## config.mk

```make
export PLATFORM = sky130hd
export DESIGN_NAME = uart_img_loader
export DESIGN_NICKNAME = d
export VERILOG_FILES = /design/src/rtl/uart_img_pkg.sv /design/src/rtl/byte_timeout.sv /design/src/rtl/uart_img_loader.sv
export SDC_FILE = /design/constraint.sdc
export NUM_CORES = 1
export LEC_CHECK = 0
export ABC_AREA = 1
export BUFFER_PORTS_ARGS = -buffer_cell sky130_fd_sc_hd__buf_4
export CORE_UTILIZATION = 55
export CTS_CLUSTER_SIZE = 14
export DETAILED_ROUTE_END_ITERATION = 10
export HOLD_SLACK_MARGIN = 0.15
export PLACE_DENSITY = 0.74
export RECOVER_POWER = 25
export SYNTH_ARGS = -nofsm -noshare
export SYNTH_HDL_FRONTEND = slang
export SYNTH_SLANG_ARGS = --single-unit
```

## constraint.sdc

```tcl
create_clock -name sys_clk -period 3.85 [get_ports sys_clk]
set_input_delay 0.385 -clock sys_clk [delete_from_list [all_inputs] [get_ports sys_clk]]
set_output_delay 0.385 -clock sys_clk [all_outputs]
set_load 0.03 [all_outputs]
```

## src/rtl/uart_img_pkg.sv

```systemverilog
// uart_img_pkg: shared constants and state encoding for the UART image frame loader.
package uart_img_pkg;
    localparam int         IMG_BYTES   = 784;
    localparam int         TIMEOUT_CYC = 21700;
    localparam logic [7:0] HDR0        = 8'hAA;
    localparam logic [7:0] HDR1        = 8'h55;
    typedef enum logic [2:0] {IDLE, HDR, DATA, CSUM, READY} state_t;
endpackage

```

## src/rtl/byte_timeout.sv

```systemverilog
// byte_timeout: inter-byte idle watchdog for an in-progress frame.
//   sys_clk/sys_rst_n : clock, async active-low reset
//   clear             : restart the idle count (a byte arrived)
//   enable            : count only while a frame is in progress, else hold at 0
//   expired           : one-cycle pulse; registered downstream so the error lands
//                       exactly TIMEOUT_CYC cycles after the last byte
module byte_timeout
    import uart_img_pkg::*;
#(
    parameter int TIMEOUT_CYC = uart_img_pkg::TIMEOUT_CYC
) (
    input  logic sys_clk,
    input  logic sys_rst_n,
    input  logic clear,
    input  logic enable,
    output logic expired
);
    localparam int CW = $clog2(TIMEOUT_CYC);
    logic [CW-1:0] r_cnt;
    // The count is 0 in the cycle after the byte and the consumer adds one
    // register stage, hence the T-2 compare.
    assign expired = enable && !clear && (r_cnt == CW'(TIMEOUT_CYC - 2));
    always_ff @(posedge sys_clk or negedge sys_rst_n) begin
        if (!sys_rst_n)
            r_cnt <= '0;
        else if (clear || !enable || expired)
            r_cnt <= '0;
        else
            r_cnt <= r_cnt + 1'b1;
    end
endmodule

```

## src/rtl/uart_img_loader.sv

```systemverilog
// uart_img_loader: assembles a header-framed, checksummed image from a UART byte stream.
//   sys_clk/sys_rst_n      : clock, async active-low reset
//   rx_byte/rx_valid       : received byte and its one-cycle strobe
//   img_done               : inference engine releases the buffer
//   buf_we/addr/wdata      : image buffer write port
//   img_ready              : buffer holds a verified image
//   busy                   : frame in progress (HDR, DATA, CSUM)
//   frame_err/rx_overrun   : one-cycle error pulses
module uart_img_loader
    import uart_img_pkg::*;
#(
    parameter int         IMG_BYTES   = uart_img_pkg::IMG_BYTES,
    parameter int         ADDR_W      = 10,
    parameter logic [7:0] HDR0        = uart_img_pkg::HDR0,
    parameter logic [7:0] HDR1        = uart_img_pkg::HDR1,
    parameter int         TIMEOUT_CYC = uart_img_pkg::TIMEOUT_CYC
) (
    input  logic              sys_clk,
    input  logic              sys_rst_n,
    input  logic [7:0]        rx_byte,
    input  logic              rx_valid,
    input  logic              img_done,
    output logic              buf_we,
    output logic [ADDR_W-1:0] buf_addr,
    output logic [7:0]        buf_wdata,
    output logic              img_ready,
    output logic              busy,
    output logic              frame_err,
    output logic              rx_overrun
);
    state_t            r_state;
    logic [ADDR_W-1:0] r_cnt;
    logic [7:0]        r_sum;
    logic              w_active;
    logic              w_expired;

    assign w_active = (r_state == HDR) || (r_state == DATA) || (r_state == CSUM);

    byte_timeout #(.TIMEOUT_CYC(TIMEOUT_CYC)) u_timeout (
        .sys_clk   (sys_clk),
        .sys_rst_n (sys_rst_n),
        .clear     (rx_valid),
        .enable    (w_active),
        .expired   (w_expired)
    );

    always_ff @(posedge sys_clk or negedge sys_rst_n) begin
        if (!sys_rst_n) begin
            r_state    <= IDLE;
            r_cnt      <= '0;
            r_sum      <= '0;
            buf_we     <= 1'b0;
            buf_addr   <= '0;
            buf_wdata  <= '0;
            img_ready  <= 1'b0;
            busy       <= 1'b0;
            frame_err  <= 1'b0;
            rx_overrun <= 1'b0;
        end else begin
            buf_we     <= 1'b0;
            frame_err  <= 1'b0;
            rx_overrun <= 1'b0;
            // expired is never raised in a cycle carrying a byte, so it cannot
            // collide with the byte handling below.
            if (w_expired) begin
                r_state   <= IDLE;
                busy      <= 1'b0;
                frame_err <= 1'b1;
            end else begin
                case (r_state)
                    IDLE: if (rx_valid && rx_byte == HDR0) begin
                        r_state <= HDR;
                        busy    <= 1'b1;
                    end
                    HDR: if (rx_valid) begin
                        if (rx_byte == HDR1) begin
                            r_cnt   <= '0;
                            r_sum   <= '0;
                            r_state <= DATA;
                        end else if (rx_byte != HDR0) begin
                            r_state <= IDLE;
                            busy    <= 1'b0;
                        end
                    end
                    DATA: if (rx_valid) begin
                        buf_we    <= 1'b1;
                        buf_addr  <= r_cnt;
                        buf_wdata <= rx_byte;
                        r_sum     <= r_sum + rx_byte;
                        r_cnt     <= r_cnt + 1'b1;
                        if (r_cnt == ADDR_W'(IMG_BYTES - 1))
                            r_state <= CSUM;
                    end
                    CSUM: if (rx_valid) begin
                        busy <= 1'b0;
                        if (rx_byte == r_sum) begin
                            r_state   <= READY;
                            img_ready <= 1'b1;
                        end else begin
                            r_state   <= IDLE;
                            frame_err <= 1'b1;
                        end
                    end
                    READY: begin
                        // No backpressure exists, so bytes arriving here are lost.
                        rx_overrun <= rx_valid;
                        if (img_done) begin
                            r_state   <= IDLE;
                            img_ready <= 1'b0;
                        end
                    end
                    default: r_state <= IDLE;
                endcase
            end
        end
    end
endmodule

```

Word-level counts from Yosys, hierarchy flattened
Index checks and enable logic that the tools add are counted.

word-level totals
  register bits = 59
  input bits = 12
  output and inout port bits = 23
  word-level logic and storage cells = 98

cells by class
  add/sub/neg operators = 3
  equality and inequality tests = 25
  multiplexer cells = 40
  bitwise logic cells = 1
  reduce and logical (&&, ||, !) cells = 18

operators with widths
  operator               count
  $mux 10                3
  $mux 3                 10
  $mux 8                 3
  $pmux 10 s2            1
  $mux 1                 18
  $ne 3x2->1 const B     6
  $pmux 8 s2             1
  $add 15x1->15 const B  1
  $eq 15x15->1 const B   1
  $mux 15                1
  $pmux 3 s5             1
  $add 10x1->10 const B  1
  $eq 10x10->1 const B   1
  $reduce_and 5->1       2
  $add 8x8->8            1
  $eq 8x7->1 const B     1
  $eq 8x8->1             1
  $eq 8x8->1 const B     1
  $ne 2x2->1 const B     4
  $ne 8x8->1 const B     1
  $reduce_and 7->1       1
  $eq 3x2->1 const B     2
  $ne 3x1->1 const B     2
  $reduce_and 6->1       1
  14 further kinds       22

Depth between registers and ports, before layout
  depth after elaboration = 7
  gate-level depth with buffers = 10
  depth with buffers taken out = 10

Cells and area by module
Synthesis repeated with hierarchy kept, for this count alone.

unflattened totals
  cells, all modules = 436
  area total of the unflattened synthesis = 3377.0 um^2

by module, submodules not included
  module           times used  cells each  area an instance (um^2)  sequential area each (um^2)
  uart_img_loader  1           322         2494.9                   1101.1
  byte_timeout     1           114         882.1                    375.4

Least setup slack after synthesis
No wires, ideal clock.

  path kind = input to register
  from = in rx_byte[0]
  to = reg r_sum[4]
  arrival time = 1.407 ns
  required time = 3.724 ns
  setup slack = 2.316 ns
  cell stages on the path = 5
  cells stage by stage = ha_1 fa_1 a31oi_1 xor2_1 o21ai_0

on the way
  longest elaborated chain between the ends = 3
  elaborated cells on any way between the ends = 6
  those cells by class = add/sub (1); eq/ne (2); mux (2); reduce/logical (1)

RTL lines
  what                                                   line                                          source
  from (decl)                                            uart_img_loader.sv:20                         input logic [7:0] rx_byte,
  $add 8x8->8 / $eq 8x7->1 (equally long branches)       uart_img_loader.sv:89, uart_img_loader.sv:76
  $mux 8 / $ne 2x1->1 (equally long branches)            --
  $pmux 8 s2 / $reduce_and 5->1 (equally long branches)  --
  to (signal assigned)                                   uart_img_loader.sv:89                         r_sum <= r_sum + rx_byte;
  to (decl)                                              uart_img_loader.sv:33                         logic [7:0] r_sum;

Several ways; a longest one is shown, not always the timed one. The select of a mux whose other input is x is not followed.
A chain may end at the register's enable or synchronous reset.

==> parameters.txt <==
Parameter                              Value

Status
  Result of the run ... complete, no violations

Critical path
  Largest delay contributor family on the critical path ... buffers and inverters
  Data arrival time at the worst-slack endpoint ... approximately 2.0 ns
  Worst Setup Path Type ... in -> async
  Delay of the slowest cell on the worst path ... ~1.1 ns
  Flop2flop setup slack ... between 2 and 2.5 ns
  Critical path buffers and inverters ... 2
  Cell chain of the critical path ... dlygate4sd3_1 > clkbuf_2
  Worst Setup Start Kind ... primary input
  Max Fanout on Critical Path ... 59
  Worst endpoint required time ... just over 4 ns
  Cell at the slowest stage of the critical path ... clkbuf_2
  Reg-to-reg endpoint ... buf_addr[0]
  R2R cell count ... 7
  Origin of the critical flop-to-flop path ... r_state[0]
  Crit. End Element ... asynchronous set/reset pin

Clocking
  Clock transition time at the flip-flop clock pins of the worst setup and hold paths ... 0.06 ns
  Total CTS buffers ... 9
  Post-cts resize count ... 0
  TritonCTS clock tree ... yes
  Clock tree sinks ... 59
  Clock latency of the later-clocked register in the worst-skew pair ... 0.33 ns
  Number of hold buffers added after CTS ... 1
  H-tree depth reported by CTS ... 3
  Bufs on Longest Clock Path ... 2
  Root Buffer Master ... clkbuf_8
  Total setup buffers inserted after CTS ... 0

Hold path
  Hold Path Origin ... rx_byte[5]
  Worst hold path endpoint ... buf_wdata[5]
  Hold Path Stages ... 3
  Hold/Removal Path Class ... in -> reg

Layout
  FILL cells ... 495
  Final design utilization ... 64.9%
  Post-synthesis to final-layout area growth ... 13.1%
  Share of cells above drive strength 1 ... 15.0%
  Number of nets in the layout ... between 400 and 500
  Ant diodes ... 0

Timing
  Final clock period utilization by the worst path ... about 46%
  Sum of negative setup slack ... 0 ns
  Top achievable clock speed ... ~560 MHz
  Max Transition Viols Final ... 0
  Minimum clock period ... 1.79 ns
  Headroom to the max-slew limit ... approximately 4.4%
  Setup skew after layout ... approximately 0.0095 ns
  Final setup fails ... 0
  Worst hold slack ... 0.341 ns
  Unrepaired setup endpoints after global routing ... false
  Worst Max-Slew Pin Slew ... approximately 1.4 ns
  Number of endpoints with negative hold slack in the final report ... 0

Detailed routing
  Number of vias in the routed layout ... ~2600
  Average routed wire per standard cell ... 13.0 um
  First-pass iteration count of the detailed router ... 4
  Via-to-Cell Ratio ... 5.19
  DRC errors left ... 0
  Residual antenna-violating net count after detailed routing ... 0
  Violation count after the first detailed-routing iteration ... 156
  Post-Route WL ... about 6500 um

Power
  Clock network fraction of design power ... about 22%
  Total power divided by cell area ... between 600 and 700 nW/um^2
  Switching fraction of total power ... ~41%
  Final Power ... between 2 and 2.5 mW
  Cell-internal power ... between 1 and 1.5 mW
  Comb power frac ... 39.7%
  Sw Pwr ... 0.941 mW
  Reg power frac ... 38.8%
  IR drop worst, VDD ... approximately 0.00040 V
  P_leak ... 1.82 nW

GRT
  Antenna violations before repair ... 0
  Wire length of the first global-routing pass ... roughly 11000 um
  Tot GR Track Use ... about a quarter
  Number of global-route vias before repair ... 2429
  Overflow after GRT ... 0
  Pin count of the biggest net entering global routing ... 60

Floorplanning
  Die width ... between 70 and 80 um
  Row cnt ... 27
  Initial Utilization ... roughly 57%
  Top-Level Pins ... 35
  Die Y ... around 78 um
  Floorplan Core Area ... approximately 5500 sq um
  Total die area ... roughly 6100 sq um

Yosys
  Commonest register cell after synthesis ... dfrtp_1
  Number of cells produced by synthesis ... about 380
  Syn avg cell area ... just over 8 sq um
  Most area-consuming cells after synthesis ... dfrtp_1 46%, nand2_1 12%, inv_1 5.1%
  Library cell with the largest summed area after synthesis ... dfrtp_1
  Nets in the synthesized netlist ... roughly 400
  Most used standard cell by instance count after synthesis ... nand2_1
  Ranking of synthesized cells by instance count ... 98 x nand2_1, 59 x dfrtp_1, 43 x inv_1
  Number of flops mapped to enable cells by yosys ... 0
  Cell area after technology mapping ... 3180 sq um
  Number of synthesized register bits ... 59
  Share of the yosys chip area belonging to registers ... a little under half
  Synth top area share ... a little under half
  Number of distinct standard cells referenced by the synthesized netlist ... 39
  Syn. warnings ... 0
  Share of synthesized registers carrying an async set or reset ... 100%

Flow run
  Maximum capacitance violations ... 0

Placement
  Total half-perimeter wirelength after legalization and detailed placement ... 4630 um
  Buffers on Ports ... 34
  Routability cong. ... approximately 0.84
## through the flow
step                std cells  setup slack [ns]  instance area, sq um
floorplan                 383              2.32                  3180
global placement          482              2.11                  3460
detailed placement        482              2.09                  3460
CTS                       498              2.13                  3640
global route              498              1.73                  3600
finish                    498              2.06                  3600
## worst max-delay path by stage
| stage | startpoint | endpoint | slack, ns | cells after the start |
|---|---|---|---|---|
| after floorplan | rx_byte[0] | r_sum[4] | 2.32 | 5 |
| final | sys_rst_n | buf_we | 2.06 | 2 |
| after detailed placement | rx_byte[0] | r_sum[6] | 2.09 | 7 |
| after CTS | r_state[0] | buf_addr[0] | 2.13 | 7 |
| after global routing | sys_rst_n | u_timeout.r_cnt[13] | 1.73 | 2 |
| after global placement | rx_byte[0] | r_sum[4] | 2.11 | 6 |
## flip-flops by register name (all words and copies together) (netlist names)
signal	count
buf_addr	10
r_state	3
frame_err	1
buf_we	1
r_cnt	10
buf_wdata	8
u_timeout.r_cnt	15
rx_overrun	1
img_ready	1
busy	1
r_sum	8
## routing by layer
metal | track usage, % | up-vias | wire length, um
met5 | 0 | - | 0
met4 | 9.44 | 0 | 100
met3 | 4.88 | 7 | 198
met2 | 38.2 | 46 | 3010
met1 | 31.8 | 1204 | 3160
li1 | - | 1327 | -
## logic make-up (layout without fill, tap and decap cells)
| kind of cell | count (synthesis) | count (layout) | share of synthesized area (%) |
|---|---|---|---|
| xor gates and xnor gates | 8 | 8 | 2.20 |
| adders and majority gates | 11 | 11 | 4.56 |
| and+or+nand+nor | 185 | 185 | 26.6 |
| AOI/OAI and AO/OA | 64 | 64 | 12.2 |
| DFF | 59 | 59 | 46.4 |
| buffers and inverters | 56 | 99 | 7.95 |
## cell type report
| class | count | area (sq um) | share of cell area [%] |
|---|---|---|---|
| sequential | 59 | 1480 | 41.1 |
| multi-input combinational | 268 | 1450 | 40.3 |
| timing repair buffer | 35 | 225 | 6.26 |
| inverter | 49 | 188 | 5.22 |
| clock buffer | 10 | 138 | 3.83 |
| tap | 72 | 90.1 | 2.51 |
| clock inverter | 5 | 30.0 | 0.835 |
## power groups by stage
stage | clock [mW] | sequential, mW | combinational [mW]
final | 0.489 | 0.881 | 0.901
after global routing | 0.529 | 0.896 | 0.997
after CTS | 0.503 | 0.882 | 0.936
after detailed placement | 0 | 0.891 | 0.934
after global placement | 0 | 0.887 | 0.920
after floorplan | 0 | 1.06 | 0.487
## cells in the final DEF, fill, tap and decap left out, types with 2 or more instances in the layout
cell type	Yosys	routed
nand2_1	98	98
dfrtp_1	59	59
inv_1	43	43
nor2_1	32	33
nand3_1	24	24
buf_4	0	23
o21ai_0	20	20
a21oi_1	15	15
nand4_1	10	10
ha_1	10	10
clkbuf_8	0	10
clkbuf_1	1	10
o21ai_2	9	9
nor3_1	7	7
o21ai_1	6	6
xor2_1	5	5
inv_2	4	4
clkinv_2	1	4
nor2_2	4	3
a31oi_1	3	3
xnor2_1	3	3
a22o_1	3	3
o21bai_1	2	2
a21o_1	2	2
o21a_1	2	2
clkinvlp_4	0	2
## worst min-delay path, stage by stage
cell	delay [ns]
buf_4	0.12
inv_1	0.06
o21ai_1	0.06
No activity file was read; power rests on OpenSTA's default activity.
